## config.mk

```make
export PLATFORM = sky130hd
export DESIGN_NAME = rr_arbiter_flat
export DESIGN_NICKNAME = d
export VERILOG_FILES = /design/src/rtl/rr_arbiter_if.sv /design/src/rtl/rr_arbiter.sv /design/src/flat_wrapper.sv
export SDC_FILE = /design/constraint.sdc
export NUM_CORES = 1
export LEC_CHECK = 0
export CAP_MARGIN = 20
export CORE_MARGIN = 2
export CORE_UTILIZATION = 45
export DETAILED_ROUTE_END_ITERATION = 8
export DONT_BUFFER_PORTS = 1
export PLACE_DENSITY = 0.6
export SLEW_MARGIN = 20
export SYNTH_ARGS = -nofsm -noshare
export SYNTH_HDL_FRONTEND = slang
export SYNTH_SLANG_ARGS = --single-unit
```

## constraint.sdc

```tcl
create_clock -name clk -period 3.2 [get_ports clk]
set_input_delay 0.48 -clock clk [delete_from_list [all_inputs] [get_ports clk]]
set_output_delay 0.48 -clock clk [all_outputs]
set_load 0.005 [all_outputs]
```

## src/rtl/rr_arbiter_if.sv

```systemverilog
// Handshake bundle between N requesters and the round-robin arbiter.
// master = requester side, slave = arbiter side.
interface rr_arbiter_if #(
    parameter int N  = 4,
    parameter int IW = 2
);
    logic [N-1:0]  req;
    logic          done;
    logic [N-1:0]  grant;
    logic          grant_valid;
    logic [IW-1:0] grant_idx;
    logic          timeout;

    modport master (
        output req, done,
        input  grant, grant_valid, grant_idx, timeout
    );

    modport slave (
        input  req, done,
        output grant, grant_valid, grant_idx, timeout
    );
endinterface

```

## src/rtl/rr_arbiter.sv

```systemverilog
// Round-robin arbiter with grant held until done or owner request drop.
// Optional forced release after HOLD_MAX cycles when ARB_TIMEOUT_EN is defined.
module rr_arbiter #(
    parameter int N        = 4,
    parameter int IW       = 2,
    parameter int HOLD_MAX = 16
) (
    input  logic         clk,
    input  logic         rst,
    rr_arbiter_if.slave  bus
);

    typedef enum logic {IDLE, BUSY} state_t;

    localparam logic [IW:0]   NV        = (IW+1)'(N);
    localparam logic [IW-1:0] LAST_INIT = IW'(N-1);

    state_t          state_q, state_d;
    logic [N-1:0]    grant_q, grant_d;
    logic            gv_q, gv_d;
    logic [IW-1:0]   idx_q, idx_d;
    logic [IW-1:0]   last_q, last_d;

    logic [IW-1:0]   last_p1;
    logic [2*N-1:0]  req_rot;
    logic [IW-1:0]   off;
    logic [IW:0]     sum;
    logic [IW-1:0]   pick_idx;
    logic [N-1:0]    pick_oh;
    logic            found;
    logic            rel;

    // Rotate the request vector so the search always starts at bit 0,
    // then map the winning offset back to an absolute index modulo N.
    always_comb begin
        last_p1 = (last_q == LAST_INIT) ? '0 : last_q + 1'b1;
        req_rot = {bus.req, bus.req} >> last_p1;
        off     = '0;
        found   = 1'b0;
        for (int j = N-1; j >= 0; j--) begin
            if (req_rot[j]) begin
                off   = IW'(j);
                found = 1'b1;
            end
        end
        sum = {1'b0, last_p1} + {1'b0, off};
        if (sum >= NV)
            sum = sum - NV;
        pick_idx = sum[IW-1:0];
        pick_oh  = {{(N-1){1'b0}}, 1'b1} << pick_idx;
    end

    assign rel = bus.done | ~bus.req[idx_q];

`ifdef ARB_TIMEOUT_EN
    localparam int CW = $clog2(HOLD_MAX + 1);

    logic [CW-1:0] cnt_q, cnt_d;
    logic          to_q, to_d;
    logic          limit;

    assign limit = (cnt_q == CW'(HOLD_MAX-1));
`endif

    always_comb begin
        state_d = state_q;
        grant_d = grant_q;
        gv_d    = gv_q;
        idx_d   = idx_q;
        last_d  = last_q;
`ifdef ARB_TIMEOUT_EN
        cnt_d   = cnt_q;
        to_d    = 1'b0;
`endif
        case (state_q)
            IDLE: begin
                if (found) begin
                    grant_d = pick_oh;
                    gv_d    = 1'b1;
                    idx_d   = pick_idx;
                    state_d = BUSY;
`ifdef ARB_TIMEOUT_EN
                    cnt_d   = '0;
`endif
                end
            end
            BUSY: begin
                if (rel) begin
                    grant_d = '0;
                    gv_d    = 1'b0;
                    last_d  = idx_q;
                    state_d = IDLE;
                end
`ifdef ARB_TIMEOUT_EN
                // A genuine release on the limit cycle wins; no timeout pulse then.
                else if (limit) begin
                    grant_d = '0;
                    gv_d    = 1'b0;
                    last_d  = idx_q;
                    state_d = IDLE;
                    to_d    = 1'b1;
                end else begin
                    cnt_d   = cnt_q + 1'b1;
                end
`endif
            end
            default: state_d = IDLE;
        endcase
    end

    always_ff @(posedge clk) begin
        if (rst) begin
            state_q <= IDLE;
            grant_q <= '0;
            gv_q    <= 1'b0;
            idx_q   <= '0;
            last_q  <= LAST_INIT;
        end else begin
            state_q <= state_d;
            grant_q <= grant_d;
            gv_q    <= gv_d;
            idx_q   <= idx_d;
            last_q  <= last_d;
        end
    end

`ifdef ARB_TIMEOUT_EN
    always_ff @(posedge clk) begin
        if (rst) begin
            cnt_q <= '0;
            to_q  <= 1'b0;
        end else begin
            cnt_q <= cnt_d;
            to_q  <= to_d;
        end
    end

    assign bus.timeout = to_q;
`else
    assign bus.timeout = 1'b0;
`endif

    assign bus.grant       = grant_q;
    assign bus.grant_valid = gv_q;
    assign bus.grant_idx   = idx_q;

endmodule

```

## src/flat_wrapper.sv

```systemverilog
// flat-port wrapper written by rule: the top's interface ports become plain ports
module rr_arbiter_flat 
#(
    parameter int N        = 4,
    parameter int IW       = 2,
    parameter int HOLD_MAX = 16
)
  (clk, rst, bus_req, bus_done, bus_grant, bus_grant_valid, bus_grant_idx, bus_timeout);
  rr_arbiter_if #(.N(N), .IW(IW)) bus_i ();
  input  logic clk;
  input  logic rst;
  input wire logic [$bits(bus_i.req)-1:0] bus_req;
  input wire logic [$bits(bus_i.done)-1:0] bus_done;
  output wire logic [$bits(bus_i.grant)-1:0] bus_grant;
  output wire logic [$bits(bus_i.grant_valid)-1:0] bus_grant_valid;
  output wire logic [$bits(bus_i.grant_idx)-1:0] bus_grant_idx;
  output wire logic [$bits(bus_i.timeout)-1:0] bus_timeout;
  assign bus_i.req = bus_req;
  assign bus_i.done = bus_done;
  assign bus_grant = bus_i.grant;
  assign bus_grant_valid = bus_i.grant_valid;
  assign bus_grant_idx = bus_i.grant_idx;
  assign bus_timeout = bus_i.timeout;
  rr_arbiter #(.N(N), .IW(IW), .HOLD_MAX(HOLD_MAX)) u_core (.clk(clk), .rst(rst), .bus(bus_i));
endmodule
```

# Yosys cells after proc, flatten, opt, wreduce, memory -nomap -nowiden

Cells that the tools add are included.

Logic and storage cells: 42
Output and inout port bits: 8
Flip-flop bits (word level): 10
Input port bits: 7

Shift-type cells: 2
Reductions and logical operators: 3
$lt $le $gt $ge: 2
Equal/unequal tests: 3
Bitwise operators: 3
$add $sub $neg: 3
Muxes and demuxes: 21

Operators by type and width:

| cell                                                                  | number |
|---|---|
| 2-bit two-way mux                                                     | 6 |
| 1-bit two-way mux                                                     | 9 |
| 4-bit two-way mux                                                     | 2 |
| 4-bit one-hot mux with 2 select lines                                 | 1 |
| 8-bit by 2-bit right shift with 4-bit output                          | 1 |
| 2-bit AND reduction                                                   | 3 |
| 1-bit one-hot mux with 2 select lines                                 | 2 |
| 1-bit by 2-bit left shift with 4-bit output (first input constant)    | 1 |
| 2-bit by 2-bit adder with 3-bit output                                | 1 |
| 3-bit greater-or-equal comparator (second input constant)             | 1 |
| 2-bit by 3-bit < comparator with 1-bit output (second input constant) | 1 |
| 2-bit by 1-bit adder with 2-bit output (second input constant)        | 1 |
| 1-bit binary-select mux with 2-bit select                             | 1 |
| 2-bit equality test (second input constant)                           | 1 |
| 2-bit by 1-bit != test with 1-bit output (second input constant)      | 1 |
| 2-bit != test (second input constant)                                 | 1 |
| 1-bit inverter                                                        | 2 |
| 2-bit by 1-bit subtractor with 2-bit output (second input constant)   | 1 |
| 1-bit OR                                                              | 1 |

# Depth between registers and ports, before layout

Word-level depth: 13
Depth in mapped cells: 8
Depth with buffers taken out: 8

# Worst setup path after synthesis

No wires, ideal clock.

Path type: register to register
From: register u_core.last_q[0]
To: register u_core.grant_q[2] (netlist: u_core.bus.grant[2])
Clock period less this slack: 1848 ps
Stages on the path, launching flop included: 9
Path slack: 1352 ps
Arrival: 1731 ps
Data required time: 3083 ps
Buffers on the path: 0
Cell sequence: dfxtp_1 > ha_1 > nand2_1 > a21oi_1 > o22ai_1 > o21a_1 > ha_1 > xor2_1 > a32o_1

Longest elaborated chain between the ends: 13
Elaborated cells on any way between the ends: 21
Those cells by class: add/sub: 3; order compare: 1; eq/ne: 2; shift: 2; mux: 12; reduce/logical: 1

RTL lines:

| element                                                                                          | line                               | RTL |
|---|---|---|
| start: declaration                                                                               | rr_arbiter.sv:22                   | `logic [IW-1:0] last_q, last_d;` |
| start signal: assignment                                                                         | rr_arbiter.sv:123                  | `last_q <= last_d;` |
| 2-bit by 1-bit adder with 2-bit output or 2-bit equality test (tied branches)                    | rr_arbiter.sv:36                   | `last_p1 = (last_q == LAST_INIT) ? '0 : last_q + 1'b1;` |
| 2-bit two-way mux (*)                                                                            | rr_arbiter.sv:36                   |  |
| 8-bit by 2-bit right shift with 4-bit output                                                     | rr_arbiter.sv:37                   | `req_rot = {bus.req, bus.req} >> last_p1;` |
| 2-bit two-way mux (4 in a row)                                                                   | rr_arbiter.sv:41                   | `if (req_rot[j]) begin` |
| 2-bit by 2-bit adder with 3-bit output                                                           | rr_arbiter.sv:46                   | `sum = {1'b0, last_p1} + {1'b0, off};` |
| 3-bit greater-or-equal comparator or 2-bit by 1-bit subtractor with 2-bit output (tied branches) | rr_arbiter.sv:47, rr_arbiter.sv:48 |  |
| 2-bit two-way mux                                                                                | rr_arbiter.sv:47                   | `if (sum >= NV)` |
| 1-bit by 2-bit left shift with 4-bit output                                                      | rr_arbiter.sv:50                   | `pick_oh = {{(N-1){1'b0}}, 1'b1} << pick_idx;` |
| 4-bit two-way mux                                                                                | rr_arbiter.sv:77                   | `if (found) begin` |
| 4-bit one-hot mux with 2 select lines                                                            | rr_arbiter.sv:75                   | `case (state_q)` |
| end signal: assignment                                                                           | rr_arbiter.sv:120                  | `grant_q <= grant_d;` |
| end: declaration                                                                                 | rr_arbiter.sv:19                   | `logic [N-1:0] grant_q, grant_d;` |

Mark *: on every way between the ends. The rest lies on a longest branch, timed or not. The select of a mux whose other input is x is not followed.
A chain may end at the register's enable or synchronous reset.

# Final worst setup path

Ends and elaborated chain as after synthesis.

==> flow_summary.json <==
{
  "crit_type": "reg2reg",
  "tns_ps": 0,
  "finalCriticalPeriod_ps": 2000,
  "via_per_inst": 5.88,
  "grt_overflow": 0,
  "hold_viol": 0,
  "cts_buffer_depth": 2,
  "io_pins": 15,
  "route.met2.wl_um": 473,
  "yosys.area.top_type": "dfxtp_1",
  "max_freq_mhz": 500,
  "routabilityCongestion": 0.812,
  "r2r_cells": 8,
  "maxSlewViolCount": 0,
  "setup_viol": 0,
  "antenna_cells": 0,
  "synthTopCellsByArea": "dfxtp_1 (32%), a32o_1 (6.5%), o21a_1 (4.8%)",
  "drc": 0,
  "synth-async-reset-ratio": 0,
  "first_global_vias": 408,
  "grt_max_degree": 11,
  "top_layer_used": "met3",
  "holdBufCountCts": 0,
  "yosysSeqAreaShare": 0.323,
  "layout-drive-gt1-share": 0.136,
  "status": "finished, final reports clean",
  "worstPathRequired_ps": 3350,
  "cts_sinks": 10,
  "drtAntennaViolNets": 0,
  "fin_worst_skew_ps": 4.15,
  "num_vias": 476,
  "path_clk_slew_ps": 60,
  "synthFlopType": "dfxtp_1",
  "first_iter_violations": 7,
  "grt_pass1_wl_um": 1870,
  "p_leak_nw": 0.233,
  "ir_drop_mv": 0.243,
  "floorplan.rows": 13,
  "start_util": 0.476,
  "wl_met3_um": 101,
  "synth_enable_flop_cells": 0,
  "rsz0062_at_grt": "false",
  "numPortBuffers": 0,
  "detail_route.wirelength_um": 1130,
  "start_kind": "register",
  "holdPathStages": 1,
  "cts_resized": 0,
  "dpl.hpwl_um": 864,
  "syn_to_final_growth_pct": 2.02,
  "post_cts_buffers": 0,
  "synth_cell_types": 32,
  "dpl.cell_count": 78,
  "nNetsFinal": 77,
  "end_kind": "register",
  "yosys_register_bits": 10,
  "wl_per_cell_um": 14.0,
  "post-route-period-util": 0.625,
  "fp.dieW_um": 41.1,
  "antenna_found_initial": 0,
  "die_h_um": 41.1,
  "cts_buffers": 3,
  "syn_avg_cell_area_um2": 9.24,
  "syn_area_um2": 619,
  "cp_max_fo": 6,
  "die-area_mm2": 0.00169,
  "h-tree-depth": 1,
  "synth.most_common_cell": "dfxtp_1",
  "ctsRootBufferMaster": "clkbuf_4",
  "worstPathArrival_ps": 2150,
  "tritoncts": "done",
  "dr.pass1.iters": 3,
  "grt_usage": 0.172,
  "layoutNonFillerInstCount": 81,
  "synth_top_area_frac": 0.323,
  "core_mm2": 0.00130,
  "timing.hold.ws_ps": 285,
  "ys_warn_count": 0,
  "powerDensity_mw_per_mm2": 511,
  "wl_met1_um": 558,
  "holdCritPathClass": "in2reg",
  "synthCells": 67,
  "drv_cap": 0,
  "syn-num-nets": 76,
  "worstSkewPairLatency_ps": 260
}
==> flip-flops by register name, summed over array words and instances (netlist names) <==
register and flops:
u_core.bus.grant 4, u_core.bus.grant_idx 2, u_core.last_q 2, u_core.bus.grant_valid 1, u_core.state_q 1
==> worst max-delay path, stage by stage, from the launching register on <==
cell and delay [ps]:
dfxtp_1 360, ha_1 410, nand2_1 120, a21oi_1 160
o211ai_1 90, o21a_1 120, ha_1 220, xor2_1 190
a32o_1 220
==> cell type report <==
type	count	area (um2)
Tap cell	15	18.8
Clock buffer	3	22.5
Fill cell	136	669
Sequential cell	10	200
Multi-Input combinational cell	50	379
Inverter	3	11.3
==> metrics by stage <==
step	instance area [um2]	total power, mW	worst slack, ps	utilization
floorplan	619	0.237	1350	-
global placement	609	0.246	1240	0.468
detailed placement	609	0.246	1220	0.468
CTS	632	0.330	1200	0.486
global route	632	0.351	1070	0.486
finish	632	0.323	1200	0.486
==> cell usage in the layout (no fill, tap or decap), types with 2 or more instances in the layout <==
cell      instances
dfxtp_1          10
nand2_1           4
a211o_1           3
nor3_1            2
inv_1             3
clkbuf_4          3
a32o_1            4
nor2b_1           4
ha_1              2
nor2_1            4
a211oi_1          3
a21oi_1           4
o21a_1            4
==> per-layer routing <==
metal | global-route usage | up-vias
li1 | - | 248
met3 | 0.125 | 0
met5 | 0 | -
met2 | 0.234 | 13
met1 | 0.232 | 215
met4 | 0 | 0
==> where the power goes <==
part	leakage, nW	internal, mW	switching [mW]
Clock	0.0138	0.0431	0.0368
Sequential	0.0826	0.140	0.0141
Combinational	0.136	0.0441	0.0449
Total	0.233	0.227	0.0958
==> kinds of logic (layout without fill, tap and decap cells) <==
logic type               count (synthesis)  in the layout  synth area share
adder cells (fa/ha/maj)                  3              3            0.0586
XOR/XNOR                                 2              2            0.0404
multiplexers                             2              2            0.0525
flip-flops                              10             10             0.323
AO/OA/AOI/OAI                           23             23             0.295
buffers and inverters                    7              6            0.0646
other                                    1              1           0.00605
AND/OR/NAND/NOR                         19             19             0.160
==> path summary, 6_finish.rpt <==
kind	start	to	slack [ps]
min	rst	u_core.bus.grant_idx[0]	280
min reg2reg	u_core.bus.grant[0]	u_core.bus.grant[0]	490
max reg2reg	u_core.last_q[0]	u_core.bus.grant[2]	1200
max	u_core.last_q[0]	u_core.bus.grant[2]	1200
Note: power is estimated with default switching activity, not from simulation.
